===== src/rtl/disp_reg_access_initiator.sv =====
`default_nettype none
// +-----------------------------------------------------------------------------+
// | disp_reg_access_initiator: command stream -> Write/Read valid-ack register   |
// | transactions with per-transaction timeout.       Rev 1.0 - initial release   |
// +-----------------------------------------------------------------------------+
module disp_reg_access_initiator #(
  parameter int TIMEOUT_CYCLES = 64
) (
  input  logic        iClock,
  input  logic        iReset,
  input  logic        iCmdValid,
  output logic        oCmdReady,
  input  logic        iCmdOpcode,
  input  logic [31:0] iCmdAddress,
  input  logic [31:0] iCmdData,
  output logic        oRespValid,
  input  logic        iRespReady,
  output logic [31:0] oRespData,
  output logic        oRespError,
  output logic [31:0] oWriteAddress,
  output logic [31:0] oWriteData,
  output logic        oWriteValid,
  input  logic        iWriteAck,
  output logic [31:0] oReadAddress,
  input  logic [31:0] iReadData,
  output logic        oReadValid,
  input  logic        iReadAck
);

  typedef enum logic [1:0] {
    IDLE  = 2'd0,
    WRITE = 2'd1,
    READ  = 2'd2,
    RESP  = 2'd3
  } state_t;

  localparam logic [15:0] TIMER_LAST = 16'(TIMEOUT_CYCLES - 1);

  state_t      state_q, state_d;
  logic [31:0] addr_q, addr_d;
  logic [31:0] data_q, data_d;
  logic [15:0] timer_q, timer_d;
  logic        wvalid_q, wvalid_d;
  logic        rvalid_q, rvalid_d;
  logic        resp_valid_q, resp_valid_d;
  logic [31:0] resp_data_q, resp_data_d;
  logic        resp_error_q, resp_error_d;

  logic        ack;
  logic        expire;

  assign oCmdReady = (state_q == IDLE) & ~iReset;

  // Only the ack of the direction in flight counts; the other one is ignored.
  assign ack    = ((state_q == WRITE) & iWriteAck) | ((state_q == READ) & iReadAck);
  assign expire = (timer_q == TIMER_LAST);

  always_comb begin
    state_d      = state_q;
    addr_d       = addr_q;
    data_d       = data_q;
    timer_d      = timer_q;
    wvalid_d     = wvalid_q;
    rvalid_d     = rvalid_q;
    resp_valid_d = resp_valid_q;
    resp_data_d  = resp_data_q;
    resp_error_d = resp_error_q;
    case (state_q)
      IDLE: begin
        if (iCmdValid & oCmdReady) begin
          state_d  = iCmdOpcode ? WRITE : READ;
          addr_d   = iCmdAddress;
          data_d   = iCmdData;
          timer_d  = 16'd0;
          wvalid_d = iCmdOpcode;
          rvalid_d = ~iCmdOpcode;
        end
      end
      WRITE, READ: begin
        // An ack arriving on the expiry cycle still counts as success.
        if (ack | expire) begin
          state_d      = RESP;
          wvalid_d     = 1'b0;
          rvalid_d     = 1'b0;
          resp_valid_d = 1'b1;
          resp_error_d = ~ack;
          resp_data_d  = (ack & (state_q == READ)) ? iReadData : 32'd0;
        end else begin
          timer_d = timer_q + 16'd1;
        end
      end
      RESP: begin
        if (iRespReady) begin
          state_d      = IDLE;
          resp_valid_d = 1'b0;
        end
      end
      default: state_d = IDLE;
    endcase
  end

  always_ff @(posedge iClock) begin
    if (iReset) begin
      state_q      <= IDLE;
      addr_q       <= 32'd0;
      data_q       <= 32'd0;
      timer_q      <= 16'd0;
      wvalid_q     <= 1'b0;
      rvalid_q     <= 1'b0;
      resp_valid_q <= 1'b0;
      resp_data_q  <= 32'd0;
      resp_error_q <= 1'b0;
    end else begin
      state_q      <= state_d;
      addr_q       <= addr_d;
      data_q       <= data_d;
      timer_q      <= timer_d;
      wvalid_q     <= wvalid_d;
      rvalid_q     <= rvalid_d;
      resp_valid_q <= resp_valid_d;
      resp_data_q  <= resp_data_d;
      resp_error_q <= resp_error_d;
    end
  end

  assign oWriteAddress = addr_q;
  assign oReadAddress  = addr_q;
  assign oWriteData    = data_q;
  assign oWriteValid   = wvalid_q;
  assign oReadValid    = rvalid_q;
  assign oRespValid    = resp_valid_q;
  assign oRespData     = resp_data_q;
  assign oRespError    = resp_error_q;

endmodule
`default_nettype wire


===== config.mk =====
export PLATFORM = sky130hd
export DESIGN_NAME = disp_reg_access_initiator
export DESIGN_NICKNAME = d
export VERILOG_FILES = /design/src/rtl/disp_reg_access_initiator.sv
export SDC_FILE = /design/constraint.sdc
export NUM_CORES = 1
export LEC_CHECK = 0
export CORE_MARGIN = 4
export CORE_UTILIZATION = 45
export DETAILED_ROUTE_END_ITERATION = 8
export GPL_TIMING_DRIVEN = 0
export PLACE_DENSITY = 0.86
export SLEW_MARGIN = 20
export SYNTH_ARGS = -nofsm -noshare
export SYNTH_HDL_FRONTEND = slang
export SYNTH_SLANG_ARGS = --single-unit

===== constraint.sdc =====
create_clock -name iClock -period 4.2 [get_ports iClock]
set_input_delay 0.63 -clock iClock [delete_from_list [all_inputs] [get_ports iClock]]
set_output_delay 0.63 -clock iClock [all_outputs]
set_load 0.05 [all_outputs]

## Yosys cells after proc, flatten, opt, wreduce, memory -nomap -nowiden

Cells that the tools add are included.

- Register bits: 118
- Latch bits: 0
- Memory bits (writable): 0
- ROM bits: 0
- Input port bits: 103
- Output and inout port bits: 133
- Logic and storage cells: 55
- Memories kept: 0

- Add/subtract/negate cells: 1
- $mul: 0
- Divide/modulo/power cells: 0
- $lt $le $gt $ge: 0
- Equality and inequality tests: 8
- Shift-type cells: 0
- Mux-type cells: 17
- Bitwise logic cells: 10
- Reduce and logical (&&, ||, !) cells: 10

Operators by type and width:

| kind | number |
|---|---|
| $mux 16 | 2 |
| $mux 32 | 1 |
| $pmux 16 s2 | 1 |
| $add 16x1->16 const B | 1 |
| $eq 16x6->1 const B | 1 |
| $reduce_and 3->1 | 4 |
| $mux 2 | 4 |
| $ne 2x2->1 const B | 3 |
| $pmux 1 s2 | 3 |
| $pmux 2 s3 | 1 |
| $and 1x1->1 | 5 |
| $mux 1 | 5 |
| $eq 2x2->1 const B | 2 |
| $reduce_and 2->1 | 2 |
| $reduce_bool 2->1 | 2 |
| $not 1->1 | 3 |
| $eq 2x1->1 const B | 1 |
| $logic_not 2->1 | 1 |
| $ne 2x1->1 const B | 1 |
| $or 1x1->1 | 2 |
| $reduce_or 2->1 | 1 |

## Logic depth before layout (Yosys ltp)

- Word-level depth: 6
- Depth in mapped cells: 9
- Mapped depth without buffers: 7

## Worst setup path before layout

Ideal clock, no wire load.

- Path type: input port to output port
- Start: in iReset
- End: out oCmdReady
- Arrival: 1635 ps
- Data required time: 3570 ps
- Path slack: 1935 ps
- Cell stages on the path: 3
- Buffers on the path: 2
- Cell sequence: buf_2 clkbuf_1 nor2b_1

- Cells in the longest elaborated chain, start to end: 2

Ends and longest elaborated chain:

| what | line | RTL |
|---|---|---|
| from (decl) | 10 | `input logic iReset,` |
| $not 1->1 | 52 | `assign oCmdReady = (state_q == IDLE) & ~iReset;` |
| $and 1x1->1 | 52 |  |
| to (decl) | 12 | `output logic oCmdReady,` |

No other way between the ends.

## Worst setup path after layout

Same ends and word-level chain as after synthesis.

==> impl_metrics.py <==
metrics = {
    "status": {
        "outcome": "completed",
    },
    "cells_and_area": {
        "antennaDiodeCount": 0,
        "area_growth_pct": 59.5,
        "multi_input_area_sq_um": 2460,
        "ff_latch_area_sq_um": 2360,
        "utilization": 0.735,
        "fin_cells": 1026,
        "fillers": 832,
        "drive_gt1_frac": 0.117,
        "nets": 980,
    },
    "pwr": {
        "power.density_nw_per_um2": 549,
        "pwr-share-clk": 0.327,
        "irDropWorstVdd_mv": 0.436,
        "power_frac_comb": 0.381,
        "power.switching_uw": 1740,
        "leakage_uw": 0.00338,
        "p_seq_frac": 0.292,
        "p_int_uw": 2890,
        "switching_share": 0.375,
    },
    "setup_path": {
        "cp_cell_sequence": "clkdlybuf4s50_1 -> buf_2 -> clkbuf_1 -> nor2b_1 -> clkdlybuf4s50_1",
        "endpoint_kind": "output pin",
        "arrival_ns": 2.59,
        "cp_max_fo": 10,
        "worstPathRequired_ns": 3.57,
        "endpoint": "oCmdReady",
        "path_class": "input port to output pin",
        "critPathTopFamily": "buffers and inverters",
        "r2r-start": "state_q[1]",
        "crit_path_frequent_cell": "clkdlybuf4s50_1",
        "critPathLaunch": "iReset",
        "cpPeakStageDelay_ns": 0.71,
        "path_depth": 5,
        "r2r-end": "timer_q[5]",
        "reg2reg_setup_slack_ns": 1.79,
        "cp-start-kind": "input port",
        "worst-path-buf-inv": 4,
        "r2r_cells": 8,
        "critPathSlowestCell": "clkdlybuf4s50_1",
    },
    "grt": {
        "gr-usage-met2": 0.451,
        "grt_antenna_before_repair": 0,
        "grt_max_degree": 17,
        "grtUsageMet3": 0.0694,
        "grt_overflow_total": 0,
        "grt-busiest-layer": "met2",
        "grtUsageMet1": 0.296,
        "first_global_vias": 5442,
        "grt_pass1_wl_um": 27400,
        "grt_use_total": 0.259,
    },
    "clock_tree": {
        "ctsResizeCount": 0,
        "hold_buffers": 0,
        "clock-sinks": 118,
        "cts_root_buf": "clkbuf_16",
        "clk_pin_slew_worst_paths_ns": 0.05,
        "clock_latency_ns": 0.41,
        "cts.path.max_buffers": 2,
        "cts_setup_buffers": 0,
        "h-tree-depth": 4,
        "cts_tree": "yes",
        "cts_buffers": 17,
    },
    "sta": {
        "finalSetupViolations": 0,
        "fin_tns_setup_ns": 0,
        "max_slew_margin": 0.471,
        "hold_slack_ns": 0.466,
        "drv_slew": 0,
        "setup_slack_ns": 0.978,
        "rsz0062_at_grt": "no",
        "worst_pin_slew_ns": 0.793,
        "clock_skew_ns": 0.00660,
        "fmax_mhz": 310,
        "hold_violations": 0,
        "layout_min_cycle_time_ns": 3.22,
        "fin_crit_sh": 0.767,
    },
    "place": {
        "dpl.cell_count": 995,
        "io_buffers": 235,
        "preCtsSetupSlack_ns": 0.942,
        "post-dp-hpwl_um": 13300,
        "place.gp.congestion": 0.860,
    },
    "detailed_routing": {
        "ant_nets": 0,
        "wl_per_cell_um": 17.5,
        "wl_um": 17900,
        "vias": 5459,
        "first_pass_iters": 6,
        "drtIter0Drc": 472,
        "drc": 0,
        "viasPerCell": 5.32,
    },
    "synth": {
        "syn_nets": 726,
        "ys.flop_type": "dfxtp_1",
        "synth_area_leaders": "dfxtp_1 (45%), nand2_1 (10%), nand3b_1 (9.2%)",
        "syn_area_sq_um": 5280,
        "synth-seq-cells": 118,
        "async_flop_share": 0,
        "synth_cell_type_count": 52,
        "syn_avg_cell_area_sq_um": 8.56,
        "synth-seq-area-share": 0.447,
        "synth.largest_area_cell": "dfxtp_1",
        "synth_common_cells": "nand2_1 (145), dfxtp_1 (118), nand3b_1 (65)",
        "synth_edf_count": 0,
        "yosys.area.top_type_share": 0.447,
        "synth_most_common_cell": "nand2_1",
        "syn_inst": 617,
        "yosys_warnings": 0,
    },
    "floorplan": {
        "die_h_um": 116,
        "die_area_sq_um": 13500,
        "boundaryPins": 236,
        "die_w_um": 116,
        "coreArea_sq_um": 11500,
        "num_rows": 39,
        "start_util": 0.461,
    },
    "worst_hold_path": {
        "hp-class": "register to register",
        "min_from": "oRespData[31]",
    },
    "job": {
        "drv_cap": 0,
    },
}
[per-layer routing]
| layer | share of wire | up-vias |
|---|---|---|
| li1 | - | 2579 |
| met1 | 0.39 | 2576 |
| met2 | 0.50 | 256 |
| met3 | 0.078 | 48 |
| met4 | 0.034 | 0 |
| met5 | 0 | - |
[worst min-delay path by stage]
stage | end | cells after the start
5_1_grt | oRespData[15] | 2
3_5_place_dp | oWriteData[25] | 2
6_report | oRespData[31] | 2
2_1_floorplan | timer_q[5] | 1
3_3_place_gp | oRespData[1] | 2
4_1_cts | oRespData[5] | 2
[through the flow]
| step | area, sq um | power (uW) |
|---|---|---|
| floorplan | 5280 | 2510 |
| global placement | 7820 | 3090 |
| detailed placement | 7820 | 3120 |
| CTS | 8430 | 4640 |
| global route | 8430 | 4810 |
| finish | 8430 | 4630 |
[worst register-to-register path, cell delays in order, from the launching register on]
cell and delay (ns):
dfxtp_1 0.39, inv_1 0.10, ha_1 0.27, buf_2 0.19, nand2b_1 0.08, clkbuf_1 0.22
a21oi_1 0.68, a31oi_1 0.20, a31oi_1 0.20
[logic make-up (layout without fill, tap and decap cells)]
logic type,after synthesis,count (layout),share of synthesized area
adders and majority gates,6,6,0.0142
buffers and inverters,77,343,0.0864
DFF,118,118,0.447
and+or+nand+nor,324,324,0.336
AOI/OAI and AO/OA,88,88,0.110
muxes,2,2,0.00379
xor gates and xnor gates,2,2,0.00332
[layout make-up]
class / instances / area share
timing repair buffer: 235 / 0.279
multi-input combinational: 422 / 0.292
sequential: 118 / 0.280
clock inverter: 9 / 0.0178
clock buffer: 22 / 0.0551
buffer: 72 / 0.0520
inverter: 5 / 0.00223
tap: 143 / 0.0212
[sequential cells by signal (all words and copies together) (netlist names)]
signal and count:
timer_q 16, oReadValid 1, oWriteValid 1, oWriteData 32, state_q 2, oRespError 1, oRespValid 1, oRespData 32
oReadAddress 32
[cell usage in the layout (no fill, tap or decap), types with 3 or more instances in the layout]
cell type / count
nor2_1: 9
nand2b_1: 34
nand4_1: 3
buf_2: 6
dfxtp_1: 118
clkinv_2: 3
nand3_1: 34
nor4_4: 3
o21ai_0: 17
and3_1: 4
buf_4: 32
inv_1: 4
clkbuf_16: 17
clkbuf_1: 24
buf_1: 6
ha_1: 6
o21ai_1: 26
nand2_1: 145
a21oi_1: 10
nand3_2: 8
and2_1: 3
o21ai_2: 8
nand3b_1: 65
bufinv_16: 4
clkdlybuf4s50_1: 235
buf_6: 5
a31oi_1: 8
[power groups by stage]
stage | clock network (uW) | logic (uW) | registers, uW
2_1_floorplan | 0 | 747 | 1760
3_3_place_gp | 0 | 1730 | 1360
3_5_place_dp | 0 | 1750 | 1370
4_1_cts | 1530 | 1760 | 1350
5_1_grt | 1580 | 1860 | 1370
6_report | 1510 | 1760 | 1350
Note: power is estimated with default switching activity, not from simulation.
